==> src/rtl/param_mc_pkg.sv <==
// param_mc_pkg: shared definitions for the param_mc_core CPU slice.
//   - opcode constants OP_NOP .. OP_HALT
//   - FSM state encoding state_t (S_FETCH .. S_HALT)
//   - instruction field-slice helpers. Any instruction up to WORD_MAX_W bits
//     is handled by passing REG_AW / IMM_W as arguments.
//   - opcode classification helpers (writes register, updates Z)
package param_mc_pkg;

    localparam int WORD_MAX_W = 64;
    typedef logic [WORD_MAX_W-1:0] word_t;

    localparam logic [3:0] OP_NOP  = 4'h0;
    localparam logic [3:0] OP_ADD  = 4'h1;
    localparam logic [3:0] OP_SUB  = 4'h2;
    localparam logic [3:0] OP_AND  = 4'h3;
    localparam logic [3:0] OP_OR   = 4'h4;
    localparam logic [3:0] OP_XOR  = 4'h5;
    localparam logic [3:0] OP_MOVI = 4'h6;
    localparam logic [3:0] OP_SHL  = 4'h7;
    localparam logic [3:0] OP_SHR  = 4'h8;
    localparam logic [3:0] OP_BEQ  = 4'h9;
    localparam logic [3:0] OP_JMP  = 4'hA;
    localparam logic [3:0] OP_HALT = 4'hF;

    typedef enum logic [2:0] {
        S_FETCH  = 3'd0,
        S_DECODE = 3'd1,
        S_EXEC   = 3'd2,
        S_WB     = 3'd3,
        S_HALT   = 3'd4
    } state_t;

    // Instruction layout, MSB first: {op[3:0], rd, rs, imm}
    function automatic word_t field_mask(input int width);
        return (word_t'(1) << width) - word_t'(1);
    endfunction

    function automatic logic [3:0] f_op(input word_t w, input int reg_aw, input int imm_w);
        return 4'(w >> (2*reg_aw + imm_w));
    endfunction

    function automatic word_t f_rd(input word_t w, input int reg_aw, input int imm_w);
        return (w >> (reg_aw + imm_w)) & field_mask(reg_aw);
    endfunction

    function automatic word_t f_rs(input word_t w, input int reg_aw, input int imm_w);
        return (w >> imm_w) & field_mask(reg_aw);
    endfunction

    function automatic word_t f_imm(input word_t w, input int imm_w);
        return w & field_mask(imm_w);
    endfunction

    // Ops 1..8 write rd at WB
    function automatic logic op_writes(input logic [3:0] op);
        return (op >= OP_ADD) && (op <= OP_SHR);
    endfunction

    // Z is updated by the arithmetic/logic/shift ops, not by MOVI
    function automatic logic op_sets_z(input logic [3:0] op);
        return op_writes(op) && (op != OP_MOVI);
    endfunction

endpackage

==> src/rtl/param_mc_if.sv <==
// param_mc_if: instruction fetch port of param_mc_core.
//   instr_addr  fetch address (core drives, equals PC)
//   instr_in    instruction word for instr_addr
//   instr_valid instr_in is valid this cycle
// modport master: the core; modport slave: the instruction memory / bench.
interface param_mc_if #(
    parameter int PC_W    = 8,
    parameter int INSTR_W = 16
);
    logic [PC_W-1:0]    instr_addr;
    logic [INSTR_W-1:0] instr_in;
    logic               instr_valid;

    modport master (
        output instr_addr,
        input  instr_in,
        input  instr_valid
    );

    modport slave (
        input  instr_addr,
        output instr_in,
        output instr_valid
    );
endinterface

==> src/rtl/mc_regfile.sv <==
// mc_regfile: NREG x DATA_W register file (NREG = 2**REG_AW).
//   CLK, RST      clock, synchronous active-high clear of every entry
//   we, wa, wd    synchronous write port
//   ra_a / rd_a   asynchronous read port A
//   ra_b / rd_b   asynchronous read port B
// reg[0] is an ordinary register. RST takes priority over a write.
module mc_regfile #(
    parameter int DATA_W = 8,
    parameter int REG_AW = 2
) (
    input  logic              CLK,
    input  logic              RST,
    input  logic              we,
    input  logic [REG_AW-1:0] wa,
    input  logic [DATA_W-1:0] wd,
    input  logic [REG_AW-1:0] ra_a,
    input  logic [REG_AW-1:0] ra_b,
    output logic [DATA_W-1:0] rd_a,
    output logic [DATA_W-1:0] rd_b
);
    localparam int NREG = 1 << REG_AW;

    logic [DATA_W-1:0] mem [NREG];

    always_ff @(posedge CLK) begin
        if (RST) begin
            for (int i = 0; i < NREG; i++) begin
                mem[i] <= '0;
            end
        end else if (we) begin
            mem[wa] <= wd;
        end
    end

    assign rd_a = mem[ra_a];
    assign rd_b = mem[ra_b];

endmodule

==> src/rtl/param_mc_core.sv <==
// param_mc_core: parametrised multi-cycle register-file CPU core.
// FETCH/DECODE/EXEC/WB FSM over an NREG-entry register file.
//   CLK, RST     clock, synchronous active-high reset
//   bus          instruction fetch port (param_mc_if.master)
//   rs, rd       source / destination index of the current IR
//   rs_data      A operand latched in DECODE
//   rd_data      B operand latched in DECODE
//   alu_out      registered ALU result (held until the next EXEC of a writing op)
//   PC           program counter
//   zero, carry  Z / C flags
//   halted       core is in HALT
// Build option: define BRANCH_EN to build BEQ (op 9) and JMP (op A);
// without it both decode as NOP and no compare logic is generated.
//
// state    | meaning
// ---------+-----------------------------------------------------------
// S_FETCH  | wait for instr_valid, latch IR
// S_DECODE | latch rs_data/rd_data from the register file
// S_EXEC   | register ALU result and flags, evaluate branch
// S_WB     | write rd, advance PC (or enter HALT for op F)
// S_HALT   | sticky until RST, PC frozen, no fetch
module param_mc_core
    import param_mc_pkg::*;
#(
    parameter int DATA_W = 8,
    parameter int PC_W   = 8,
    parameter int REG_AW = 2,
    parameter int IMM_W  = 8
) (
    input  logic              CLK,
    input  logic              RST,
    param_mc_if.master        bus,
    output logic [REG_AW-1:0] rs,
    output logic [REG_AW-1:0] rd,
    output logic [DATA_W-1:0] rs_data,
    output logic [DATA_W-1:0] rd_data,
    output logic [DATA_W-1:0] alu_out,
    output logic [PC_W-1:0]   PC,
    output logic              zero,
    output logic              carry,
    output logic              halted
);
    localparam int INSTR_W = 4 + 2*REG_AW + IMM_W;

    state_t             state;
    logic [INSTR_W-1:0] ir;
    logic [3:0]         op;
    logic [IMM_W-1:0]   imm;

    logic [DATA_W-1:0]  rf_a;
    logic [DATA_W-1:0]  rf_b;
    logic               rf_we;

    logic [DATA_W:0]    sum;
    logic [DATA_W:0]    diff;
    logic [DATA_W-1:0]  alu_res;
    logic               alu_c;

    assign op  = f_op(word_t'(ir), REG_AW, IMM_W);
    assign rd  = REG_AW'(f_rd(word_t'(ir), REG_AW, IMM_W));
    assign rs  = REG_AW'(f_rs(word_t'(ir), REG_AW, IMM_W));
    assign imm = IMM_W'(f_imm(word_t'(ir), IMM_W));

    assign bus.instr_addr = PC;

    // alu_out already holds the result computed in EXEC, so WB writes it directly
    assign rf_we = (state == S_WB) && op_writes(op);

    mc_regfile #(
        .DATA_W (DATA_W),
        .REG_AW (REG_AW)
    ) u_regfile (
        .CLK  (CLK),
        .RST  (RST),
        .we   (rf_we),
        .wa   (rd),
        .wd   (alu_out),
        .ra_a (rs),
        .ra_b (rd),
        .rd_a (rf_a),
        .rd_b (rf_b)
    );

    // ALU on the latched operands: A = rs_data, B = rd_data
    always_comb begin
        sum     = {1'b0, rd_data} + {1'b0, rs_data};
        // top bit of the (DATA_W+1)-bit difference is the unsigned borrow
        diff    = {1'b0, rd_data} - {1'b0, rs_data};
        alu_res = alu_out;
        alu_c   = carry;
        case (op)
            OP_ADD:  {alu_c, alu_res} = sum;
            OP_SUB:  {alu_c, alu_res} = diff;
            OP_AND:  alu_res = rd_data & rs_data;
            OP_OR:   alu_res = rd_data | rs_data;
            OP_XOR:  alu_res = rd_data ^ rs_data;
            OP_MOVI: alu_res = DATA_W'(imm);
            OP_SHL: begin
                alu_res = {rd_data[DATA_W-2:0], 1'b0};
                alu_c   = rd_data[DATA_W-1];
            end
            OP_SHR: begin
                alu_res = {1'b0, rd_data[DATA_W-1:1]};
                alu_c   = rd_data[0];
            end
            default: ;
        endcase
    end

`ifdef BRANCH_EN
    logic br_taken;
    logic br_cond;

    always_comb begin
        br_cond = (op == OP_JMP) || ((op == OP_BEQ) && (rd_data == rs_data));
    end
`endif

    always_ff @(posedge CLK) begin
        if (RST) begin
            state   <= S_FETCH;
            PC      <= '0;
            ir      <= '0;
            rs_data <= '0;
            rd_data <= '0;
            alu_out <= '0;
            zero    <= 1'b0;
            carry   <= 1'b0;
            halted  <= 1'b0;
`ifdef BRANCH_EN
            br_taken <= 1'b0;
`endif
        end else begin
            case (state)
                S_FETCH: begin
                    if (bus.instr_valid) begin
                        ir    <= bus.instr_in;
                        state <= S_DECODE;
                    end
                end
                S_DECODE: begin
                    rs_data <= rf_a;
                    rd_data <= rf_b;
                    state   <= S_EXEC;
                end
                S_EXEC: begin
                    if (op_writes(op)) begin
                        alu_out <= alu_res;
                        carry   <= alu_c;
                    end
                    if (op_sets_z(op)) begin
                        zero <= (alu_res == '0);
                    end
`ifdef BRANCH_EN
                    br_taken <= br_cond;
`endif
                    state <= S_WB;
                end
                S_WB: begin
                    if (op == OP_HALT) begin
                        halted <= 1'b1;
                        state  <= S_HALT;
                    end else begin
`ifdef BRANCH_EN
                        PC <= br_taken ? PC_W'(f_imm(word_t'(ir), IMM_W)) : PC + 1'b1;
`else
                        PC <= PC + 1'b1;
`endif
                        state <= S_FETCH;
                    end
                end
                S_HALT: begin
                    halted <= 1'b1;
                end
                default: state <= S_FETCH;
            endcase
        end
    end

endmodule
==> src/flat_wrapper.sv <==
// flat-port wrapper written by rule: the top's interface ports become plain ports
module param_mc_core_flat import param_mc_pkg::*;
#(
    parameter int DATA_W = 8,
    parameter int PC_W   = 8,
    parameter int REG_AW = 2,
    parameter int IMM_W  = 8
)
  (CLK, RST, rs, rd, rs_data, rd_data, alu_out, PC, zero, carry, halted, bus_instr_addr, bus_instr_in, bus_instr_valid);
  param_mc_if #(.PC_W(PC_W)) bus_i ();
  input  logic CLK;
  input  logic RST;
  output logic [REG_AW-1:0] rs;
  output logic [REG_AW-1:0] rd;
  output logic [DATA_W-1:0] rs_data;
  output logic [DATA_W-1:0] rd_data;
  output logic [DATA_W-1:0] alu_out;
  output logic [PC_W-1:0] PC;
  output logic zero;
  output logic carry;
  output logic halted;
  output wire logic [$bits(bus_i.instr_addr)-1:0] bus_instr_addr;
  input wire logic [$bits(bus_i.instr_in)-1:0] bus_instr_in;
  input wire logic [$bits(bus_i.instr_valid)-1:0] bus_instr_valid;
  assign bus_instr_addr = bus_i.instr_addr;
  assign bus_i.instr_in = bus_instr_in;
  assign bus_i.instr_valid = bus_instr_valid;
  param_mc_core #(.DATA_W(DATA_W), .PC_W(PC_W), .REG_AW(REG_AW), .IMM_W(IMM_W)) u_core (.CLK(CLK), .RST(RST), .bus(bus_i), .rs(rs), .rd(rd), .rs_data(rs_data), .rd_data(rd_data), .alu_out(alu_out), .PC(PC), .zero(zero), .carry(carry), .halted(halted));
endmodule
==> config.mk <==
export PLATFORM = sky130hd
export DESIGN_NAME = param_mc_core_flat
export DESIGN_NICKNAME = d
export VERILOG_FILES = /design/src/rtl/param_mc_pkg.sv /design/src/rtl/param_mc_if.sv /design/src/rtl/mc_regfile.sv /design/src/rtl/param_mc_core.sv /design/src/flat_wrapper.sv
export SDC_FILE = /design/constraint.sdc
export NUM_CORES = 1
export LEC_CHECK = 0
export BUFFER_PORTS_ARGS = -buffer_cell sky130_fd_sc_hd__buf_4
export CORE_MARGIN = 1.5
export CORE_UTILIZATION = 48
export CTS_BUF_LIST = sky130_fd_sc_hd__clkbuf_8 sky130_fd_sc_hd__clkbuf_16
export CTS_CLUSTER_DIAMETER = 150
export DETAILED_ROUTE_END_ITERATION = 10
export PLACE_DENSITY = 0.68
export SYNTH_ARGS = -nofsm -noshare
export SYNTH_HDL_FRONTEND = slang
export SYNTH_HIERARCHICAL = 1
export SYNTH_SLANG_ARGS = --single-unit
==> constraint.sdc <==
create_clock -name CLK -period 3.6 [get_ports CLK]
set_input_delay 0.54 -clock CLK [delete_from_list [all_inputs] [get_ports CLK]]
set_output_delay 0.54 -clock CLK [all_outputs]
set_load 0.05 [all_outputs]
==> results of run 1 <==
synth_stat cells (3+ instances only):
master	n	area (µm²)
nand2_1	83	311.6
dfxtp_1	54	1081
a21oi_1	52	260.3
nor2_1	36	135.1
edfxtp_1	32	960.9
inv_1	30	112.6
ha_1	26	325.3
and2_1	24	150.1
mux4_2	17	382.9
o21ai_0	17	85.08
buf_4	15	112.6
clkbuf_1	13	48.80
nand3b_1	12	90.09
a211oi_1	10	75.07
nand3_1	10	50.05
nor2b_1	10	62.56
and2_2	8	60.06
buf_2	8	40.04
nor3_1	8	40.04
mux2i_1	7	70.07
nand2b_1	7	43.79
buf_6	6	67.56
xnor2_1	6	52.55
nor4b_1	5	43.79
o22ai_1	5	31.28
or3_1	5	31.28
xor2_1	5	43.79
o21bai_1	4	30.03
o31ai_1	4	30.03
a32oi_1	3	26.28
and3_1	3	18.77
nor3b_1	3	22.52
o211a_1	3	30.03
or4_1	3	22.52
area by class of cell:
type | instances | area (µm²)
sequential | 86 | 2042
clock inverter | 6 | 42.54
timing repair buffer | 77 | 578.1
tap | 140 | 175.2
inverter | 31 | 116.4
multi-input combinational | 417 | 2969
clock buffer | 10 | 250.2
fill | 989 | 4762
worst reg2reg max path, stage by stage, from the launching register on:
cell       delay, ps
dfxtp_1          450
ha_1             280
inv_1             70
fa_1             420
o21ai_0          170
a2111oi_0        120
nor4b_1          550
nand2_1          150
a2111o_1         440
a2111oi_2        290
a32o_1           160
through the flow:
step	instance area [µm²]	hold slack, ps
after detailed placement	5881	444.6
after global routing	6173	444.8
after CTS	6173	440.6
after global placement	5881	440.7
after floorplan	5408	433.1
final	6173	445.5
kinds of logic after synthesis:
| group | Yosys count | share of synthesized area [%] |
|---|---|---|
| buffers and inverters | 77 | 7.450 |
| AND/OR/NAND/NOR | 231 | 23.09 |
| XOR/XNOR | 11 | 1.782 |
| adder cells (fa/ha/maj) | 28 | 6.756 |
| multiplexers | 24 | 8.376 |
| flip-flops | 86 | 37.76 |
| AO/OA/AOI/OAI | 123 | 14.79 |
flip-flops by register name, indices dropped and copies added (netlist names):
name and cells:
u_core/u_regfile/mem 32, u_core/ir 16, u_core/PC 8, u_core/alu_out 8
u_core/rd_data 8, u_core/rs_data 8, u_core/state 3, u_core/carry 1
u_core/halted 1, u_core/zero 1
power breakdown:
part           total (µW)  internal (µW)  switching [µW]
Combinational         514            206             309
Sequential           1130           1050            81.6
Clock                 923            513             409
worst paths after layout:
kind | endpoint | slack, ps
hold reg to reg | u_core/halted | 450
setup reg to reg | u_core/zero | 440
hold / removal | u_core/ir[0] | 450
setup / recovery | u_core/zero | 440
per-layer routing:
layer	vias to the layer above	track usage (%)	share of wire, %	wire length [µm]
met1	2164	32.32	45	6246
met5	-	0	0	0
met2	161	40.09	49	6788
met3	13	2.809	5.4	751
li1	2141	-	-	-
met4	0	6.203	1.3	184
==> results.md, run 1 <==
- CP endpoint kind: flip-flop
- DR pass1 iterations: 6
- Most frequent cells in the layout: 83 x nand2_1, 77 x buf_4, 54 x dfxtp_1
- Mapped Cells: 580
- Slowest cell delay on critical path: 550 ps
- Core area: 10940 µm²
- Initial Util: 49.45%
- Initial antenna violation count: 0
- Final hold vios: 0
- Die H: 109.1 µm
- WP depth: 10
- CTS sink cnt: 86
- H-tree depth: 3
- Final Setup Violations: 0
- Asr flop ratio synth: 0%
- Slew HR: 27.50%
- Lkg Pwr: 0.002311 µW
- Placed insts: 751
- Sequential area share after synthesis: 37.76%
- Initial drt markers: 271
- GP Congestion: 0.9050
- Finished Core Util: 56.45%
- Die footprint: 11910 µm²
- Inserted Clock Buffers: 9
- Ant diodes: 0
- Slack of the critical path: 440.9 ps
- CP delay by family, top: compound AO/OA/AOI/OAI gates
- Tcrit/Tclk final: 87.75%
- Global-route wire length before repair: 21600 µm
- Area growth syn-to-layout: 14.16%
- RSZ-0062 raised after global routing: no
- Hold Path Class: in -> reg
- Post-synth top flop: dfxtp_1
- Pwr Density: 416.3 nW/µm²
- Worst Max-Slew Pin Slew: 1072 ps
- Setup Crit Path Kind: reg -> reg
- Worst-skew pair later-pin latency: 340 ps
- Vias: 4479
- Drt wl/cell: 18.22 µm
- CP required: 3870 ps
- Clock Path Buffers: 2
- IO Count: 66
- Vias per cell: 5.840
- Final Non-Filler Cells: 767
- DRC Markers: 0
- Root Driver: clkbuf_16
- Fmax: 316.5 MHz
- Hold Crit Start: bus_instr_in[0]
- Yosys cell types: 68
- Number of flops mapped to enable cells by yosys: 32
- Critical Path Source: u_core/rd_data[0]
- NumNets Final: 669
- Critical path data arrival time: 3430 ps
- Reg2reg start: u_core/rd_data[0]
- GRT Total Usage: 23.76%
- Maxcap violations: 0
- Worst path buffer plus inverter count: 1
- # resized after CTS: 0
- YS warnings: 6
- Final Skew: 13.14 ps
- Mapped Nets: 627
- I/O Buffers: 65
- Worst r2r path cells: 10
- Crit path max fanout: 6
- Total Neg Setup Slack: 0 ps
- Place WS: 641.4 ps
- Crit-path cells: ha_1, inv_1, fa_1, o21ai_0, a2111oi_0, nor4b_1, nand2_1, a2111o_1, a2111oi_2, a32o_1
- Global route overflow: 0
- Most common cell after layout, fill and taps aside: nand2_1
- Final WL: 13970 µm
- Post-layout min period: 3159 ps
- Synthesized flop and latch total: 86
- Vias in the first global route: 4102
- Syn Area/Cell: 9.324 µm²
- Number of nets still failing antenna checks after routing: 0
- Die Span X: 109.1 µm
- Slew Limit Fails: 0
- Cts hold-fix bufs: 0
- Largest net degree at the start of global routing: 64
- CP max-delay cell: nor4b_1
- CTS tree: yes
- Post-DP HPWL: 10460 µm
- Tot Pwr: 2570 µW
- Hold depth: 3
- Post-CTS setup buffer count: 0
- Row cnt: 38
- Worst-path clk slew: 70 ps
- Max IR drop VDD: 0.3011 mV
- Layout cells sized above 1: 20.89%
- Synthesized cell area: 5408 µm²
- Critical path launch point type: flip-flop
- Status: finished, final reports clean
Note: power is estimated with default switching activity, not from simulation.
==> run 2, diff against run 1 <==
Settings changed: ABC_AREA from default to 1.
==> results.md, run 2 <==
- Reg2reg end: u_core/u_regfile/mem[2][1]
- Crit path max fanout: 9
- Slowest cell delay on critical path: 920 ps
- Reg2reg start: u_core/ir[12]
- Slew HR: 21.72%
- Vias: 5114
- Lkg Pwr: 0.002865 µW
- Total Neg Setup Slack: 0 ps
- Worst-skew pair later-pin latency: 350 ps
- Layout cells sized above 1: 14.63%
- Mapped Nets: 818
- H-tree depth: 3
- Clock Path Buffers: 2
- Global route overflow: 0
- Slew Limit Fails: 0
- Final hold vios: 0
- CP delay by family, top: compound AO/OA/AOI/OAI gates
- Critical path data arrival time: 2540 ps
- NumNets Final: 862
- Slack of the critical path: 1022 ps
- Largest area contributor in the netlist: dfxtp_1
- IO Count: 66
- Status: finished, final reports clean
- Synthesized cell area: 5465 µm²
- Post-DP Area: 5936 µm²
- YS warnings: 6
- Die Span X: 109.7 µm
- Met2 routed WL: 7431 µm
- CTS sink cnt: 86
- Tcrit/Tclk final: 71.62%
- Drt wl/cell: 16.02 µm
- Critical Path Source: u_core/ir[12]
- Post-synth top flop: dfxtp_1
- Fmax: 387.9 MHz
- Worst path buffer plus inverter count: 1
- GRT Total Usage: 26.29%
- Final Skew: 5.080 ps
- CTS tree: yes
- Area growth syn-to-layout: 14.49%
- Worst r2r path cells: 7
- RSZ-0062 raised after global routing: no
- Number of flip-flops in the largest register: 32
- Worst setup path endpoint: u_core/u_regfile/mem[2][1]
- Reg2Reg Setup Slack: 1020 ps
- Maxcap violations: 0
- Top flop regs: u_core/u_regfile/mem x32, u_core/ir x16
- Max IR drop VDD: 0.3719 mV
- DR pass1 iterations: 5
- DRC Markers: 0
- Worst Max-Slew Pin Slew: 1162 ps
- GP Congestion: 0.9290
- Row cnt: 38
- Crit-path cells: nor2_4, nand2_2, nand2_2, nand2_4, nor2_1, inv_2, o21ai_0
- Cell mode on critical path: nand2_2
- Fillers: 1083
- Most common cell after layout, fill and taps aside: nand2_1
- Detail Route met3 WL: 821 µm
- Largest Register: u_core/u_regfile/mem
- Setup Crit Path Kind: reg -> reg
- Post-layout min period: 2578 ps
- Post-DP HPWL: 11730 µm
- M1 WL: 6760 µm
- Final WL: 15380 µm
- CP endpoint kind: flip-flop
- WP depth: 7
- Vias per cell: 5.327
- Mapped Cells: 771
- Worst-path clk slew: 60 ps
- Vias in the first global route: 4704
- Final Setup Violations: 0
- I/O Buffers: 65
- Top-count cell post-synth: nand2_1
- # resized after CTS: 0
- Number of flops mapped to enable cells by yosys: 32
- Cts hold-fix bufs: 0
- Top Layer Used: met4
- Synth top area cells: dfxtp_1 20%, edfxtp_1 18%, nand2_1 12%, inv_1 8.3%, nand3_1 6.9%
- CP required: 3560 ps
- Most frequent cells in the layout: 172 x nand2_1, 121 x inv_1, 75 x nand3_1
- Critical path launch point type: flip-flop
- Initial antenna violation count: 0
- Asr flop ratio synth: 0%
- Post-CTS setup buffer count: 0
- Initial Util: 49.76%
- Initial drt markers: 370
- Core area: 10980 µm²
- Inserted Clock Buffers: 9
- Sequential area share after synthesis: 37.36%
- Yosys cell types: 39
- Number of nets still failing antenna checks after routing: 0
- CP max-delay cell: o21ai_0
- Syn Area/Cell: 7.089 µm²
- Design area: 6257 µm²
- Synthesized flop and latch total: 86
- Root Driver: clkbuf_16
- Hold Path Class: reg -> reg
- Pwr Density: 456.6 nW/µm²
- Ant diodes: 0
- Global-route wire length before repair: 24020 µm
- Die H: 109.7 µm
- Place WS: 1056 ps
- Die footprint: 12040 µm²
- Post-synth top cells: 172 x nand2_1, 121 x inv_1, 75 x nand3_1, 67 x nor2_1, 54 x dfxtp_1
- Top cell type's share of synthesized area: 19.78%
- Largest net degree at the start of global routing: 34
## run 2: cell types whose count changed in the layout (fill, tap and decap cells not counted), moves of 10 or more
| cell | change |
|---|---|
| o21ai_0 | +32 |
| and2_1 | -24 |
| nor2_1 | +31 |
| mux4_2 | -17 |
| nand3_1 | +65 |
| inv_1 | +90 |
| nand2_1 | +89 |
| nor2b_1 | -10 |
## run 2: worst register-to-register path, stage by stage, from the launching register on
cell and delay (ps):
dfxtp_1 360, nor2_4 240, nand2_2 70, nand2_2 90
nand2_4 100, nor2_1 310, inv_2 90, o21ai_0 920
## run 2: layer usage
layer | vias up | track usage [%]
met2 | 166 | 43.39
met4 | 0 | 8.442
li1 | 2557 | -
met5 | - | 0
met1 | 2361 | 34.57
met3 | 30 | 5.098
## run 2: cells by family (layout without fill, tap and decap cells)
kind of cell | count (synthesis) | count (layout) | share of synthesized area, %
compound gates | 123 | 123 | 12.23
flops | 86 | 86 | 37.36
buf+inv | 167 | 216 | 13.03
simple gates | 363 | 363 | 30.06
fa+ha+maj | 28 | 28 | 6.685
xor+xnor | 4 | 4 | 0.6411
## run 2: how the worst min path moves through the flow
stage                       startpoint           end  cells after the start
after detailed placement  u_core/ir[5]  u_core/ir[5]                      2
after global placement    u_core/ir[2]  u_core/ir[2]                      2
final                     u_core/ir[2]  u_core/ir[2]                      2
after global routing      u_core/ir[2]  u_core/ir[2]                      2
after CTS                 u_core/ir[5]  u_core/ir[5]                      2
after floorplan           u_core/ir[0]  u_core/ir[0]                      2
## run 2: cell type report
cell class | count | area (µm²) | share of cell area (%)
well taps | 140 | 175.2 | 2.799
repair buffers | 68 | 510.5 | 8.158
clock inverters | 7 | 96.34 | 1.540
flip-flops and latches | 86 | 2042 | 32.63
inverters | 132 | 496.7 | 7.938
multi-input cells | 518 | 2711 | 43.33
clock buffers | 9 | 225.2 | 3.599
## run 2: power by group
group / leakage, µW / switching, µW / internal [µW] / total, µW
Combinational: 0.00194 / 500 / 216 / 716
Sequential: 0.000773 / 66.5 / 1060 / 1130
Clock: 0.000155 / 401 / 610 / 1010
## run 2: stage by stage
step	utilization [%]	instances	hold WS [ps]	total power [µW]
2_1_floorplan	-	771	423.9	1660
3_3_place_gp	54.04	944	438.4	1846
3_5_place_dp	54.04	944	445.1	1856
4_1_cts	56.97	960	454.8	2869
5_1_grt	56.97	960	472.7	2999
6_report	56.97	960	454.7	2857
==> run 3, diff against run 2 <==
Settings changed: PLACE_DENSITY 0.68 to 0.7.
Clock period 3.6 ns to 2.22 ns, I/O delays scaled along.
==> results.md, run 3 (synthesis results as in run 2) <==
- Status: finished, final reports clean
- Cts hold-fix bufs: 0
- Number of nets still failing antenna checks after routing: 0
- RSZ-0062 raised after global routing: yes
- Slowest cell delay on critical path: 450 ps
- Reg2reg end: u_core/zero
- Tcrit/Tclk final: 97.06%
- Worst r2r path cells: 14
- Maxcap violations: 0
- Global-route layer with the greatest usage: met2
- Final hold vios: 0
- Critical path launch point type: flip-flop
- Reg2Reg Setup Slack: 70 ps
- Largest Register: u_core/u_regfile/mem
- CP max-delay cell: fa_2
- Global-route wire length before repair: 24770 µm
- Fmax: 464.1 MHz
- Top flop regs: u_core/u_regfile/mem x32, u_core/ir x16
- Met2 Usage GRT: 44.32%
- Row cnt: 38
- NumNets Final: 889
- Clock power frac: 33.3%
- Worst-skew pair later-pin latency: 350 ps
- Total Neg Setup Slack: 0 ps
- Root Driver: clkbuf_16
- Vias in the first global route: 4870
- Switching power share of the total: 34.57%
- Initial antenna violation count: 0
- WP depth: 14
- Most frequent cells in the layout: 171 x nand2_1, 117 x inv_1, 94 x buf_4
- CP delay by family, top: simple AND/OR/NAND/NOR gates
- Met3 GRT Util: 4.979%
- Hold WS: 232.1 ps
- Vias: 5188
- Initial Util: 49.76%
- Final WL: 15730 µm
- Hold Path Class: in -> reg
- Die Span X: 109.7 µm
- CTS sink cnt: 86
- Most common cell after layout, fill and taps aside: nand2_1
- Pwr Density: 710.9 nW/µm²
- Area growth syn-to-layout: 19.14%
- Initial drt markers: 382
- DRC Markers: 0
- Post-DP HPWL: 12240 µm
- Final Setup Violations: 0
- GRT Total Usage: 27.28%
- Seq pwr share: 39.2%
- Core area: 10980 µm²
- Crit-path cells: clkinvlp_4, buf_4, fa_2, nand3_1, nand2_1, nor2_1, nand2_1, nor2_2, nand2_1, nor2_1, nand2_1, nor2_2, nand3_2, a21oi_2
- H-tree depth: 3
- Cell mode on critical path: nand2_1
- Lkg Pwr: 0.003000 µW
- Die H: 109.7 µm
- Reg2reg start: u_core/rs_data[1]
- Crit path max fanout: 5
- Global route overflow: 0
- Die footprint: 12040 µm²
- Switching pwr: 1600 µW
- Critical path data arrival time: 2440 ps
- Layout cells sized above 1: 19.95%
- I/O Buffers: 65
- Number of flip-flops in the largest register: 32
- Combinational Power Share: 27.5%
- Post-layout min period: 2155 ps
- DR pass1 iterations: 5
- Worst setup path endpoint: u_core/zero
- Design area: 6511 µm²
- Slew Limit Fails: 0
- Clock Path Buffers: 2
- Routing usage on met1: 35.32%
- Slew HR: 62.82%
- Final Skew: 6.197 ps
- Ant diodes: 0
- Worst-path clk slew: 70 ps
- Worst Max-Slew Pin Slew: 556.9 ps
- Drt wl/cell: 15.94 µm
- Largest net degree at the start of global routing: 47
- GP Congestion: 0.9982
- Critical Path Source: u_core/rs_data[1]
- Internal: 3028 µW
- CP required: 2500 ps
- Worst path buffer plus inverter count: 2
- Vias per cell: 5.256
- IO Count: 66
- CP endpoint kind: flip-flop
- Inserted Clock Buffers: 9
- Max IR drop VDD: 0.5783 mV
- CTS tree: yes
- Post-DP Area: 6143 µm²
- Setup Crit Path Kind: reg -> reg
-- run 3: per-layer routing --
metal | share of wire (%) | vias up
li1 | - | 2613
met1 | 44 | 2374
met2 | 48 | 176
met3 | 5.6 | 25
met4 | 2.6 | 0
met5 | 0 | -
-- run 3: worst reg2reg max path, cell delays in order (launching register included) --
cell and delay, ps:
dfxtp_4 370, clkinvlp_4 150, buf_4 170, fa_2 450
nand3_1 90, nand2_1 60, nor2_1 90, nand2_1 100
nor2_2 110, nand2_1 70, nor2_1 80, nand2_1 70
nor2_2 90, nand3_2 70, a21oi_2 120
-- run 3: power by group through the flow --
stage	combinational, µW	clock, µW	sequential [µW]
after global routing	1390	1640	1830
final	1270	1540	1810
after CTS	1240	1580	1810
after detailed placement	1230	0	1850
after global placement	1220	0	1840
after floorplan	735	0	1960
-- run 3: area by class of cell --
class                      instances  area, µm²
fill                            1037       4472
multi-input combinational        518       2746
sequential                        86       2056
timing repair buffer              95      725.7
inverter                         132      500.5
clock buffer                       9      225.2
tap                              140      175.2
clock inverter                     7      82.58
-- run 3: through the flow --
step	instances	utilization, %	power, µW	setup slack (ps)
2_1_floorplan	771	-	2694	14.54
3_3_place_gp	969	55.94	3066	104.4
3_5_place_dp	969	55.94	3075	52.02
4_1_cts	985	58.74	4629	30.24
5_1_grt	987	59.28	4860	-62.62
6_report	987	59.28	4629	65.38
-- run 3: timing repair --
item,CTS,global route
endpoints found under the hold margin,0,0
setup buffers,0,2
gates resized for setup,0,18
setup endpoints to repair,0,4
-- run 3: how the worst min path moves through the flow --
stage,cells after the start,to,slack (ps),startpoint
floorplan,2,u_core/ir[0],420,u_core/ir[0]
global placement,2,u_core/ir[3],440,u_core/ir[3]
detailed placement,2,u_core/ir[5],440,u_core/ir[5]
CTS,3,u_core/state[0],220,bus_instr_valid
global route,3,u_core/state[0],240,bus_instr_valid
finish,3,u_core/state[0],230,bus_instr_valid
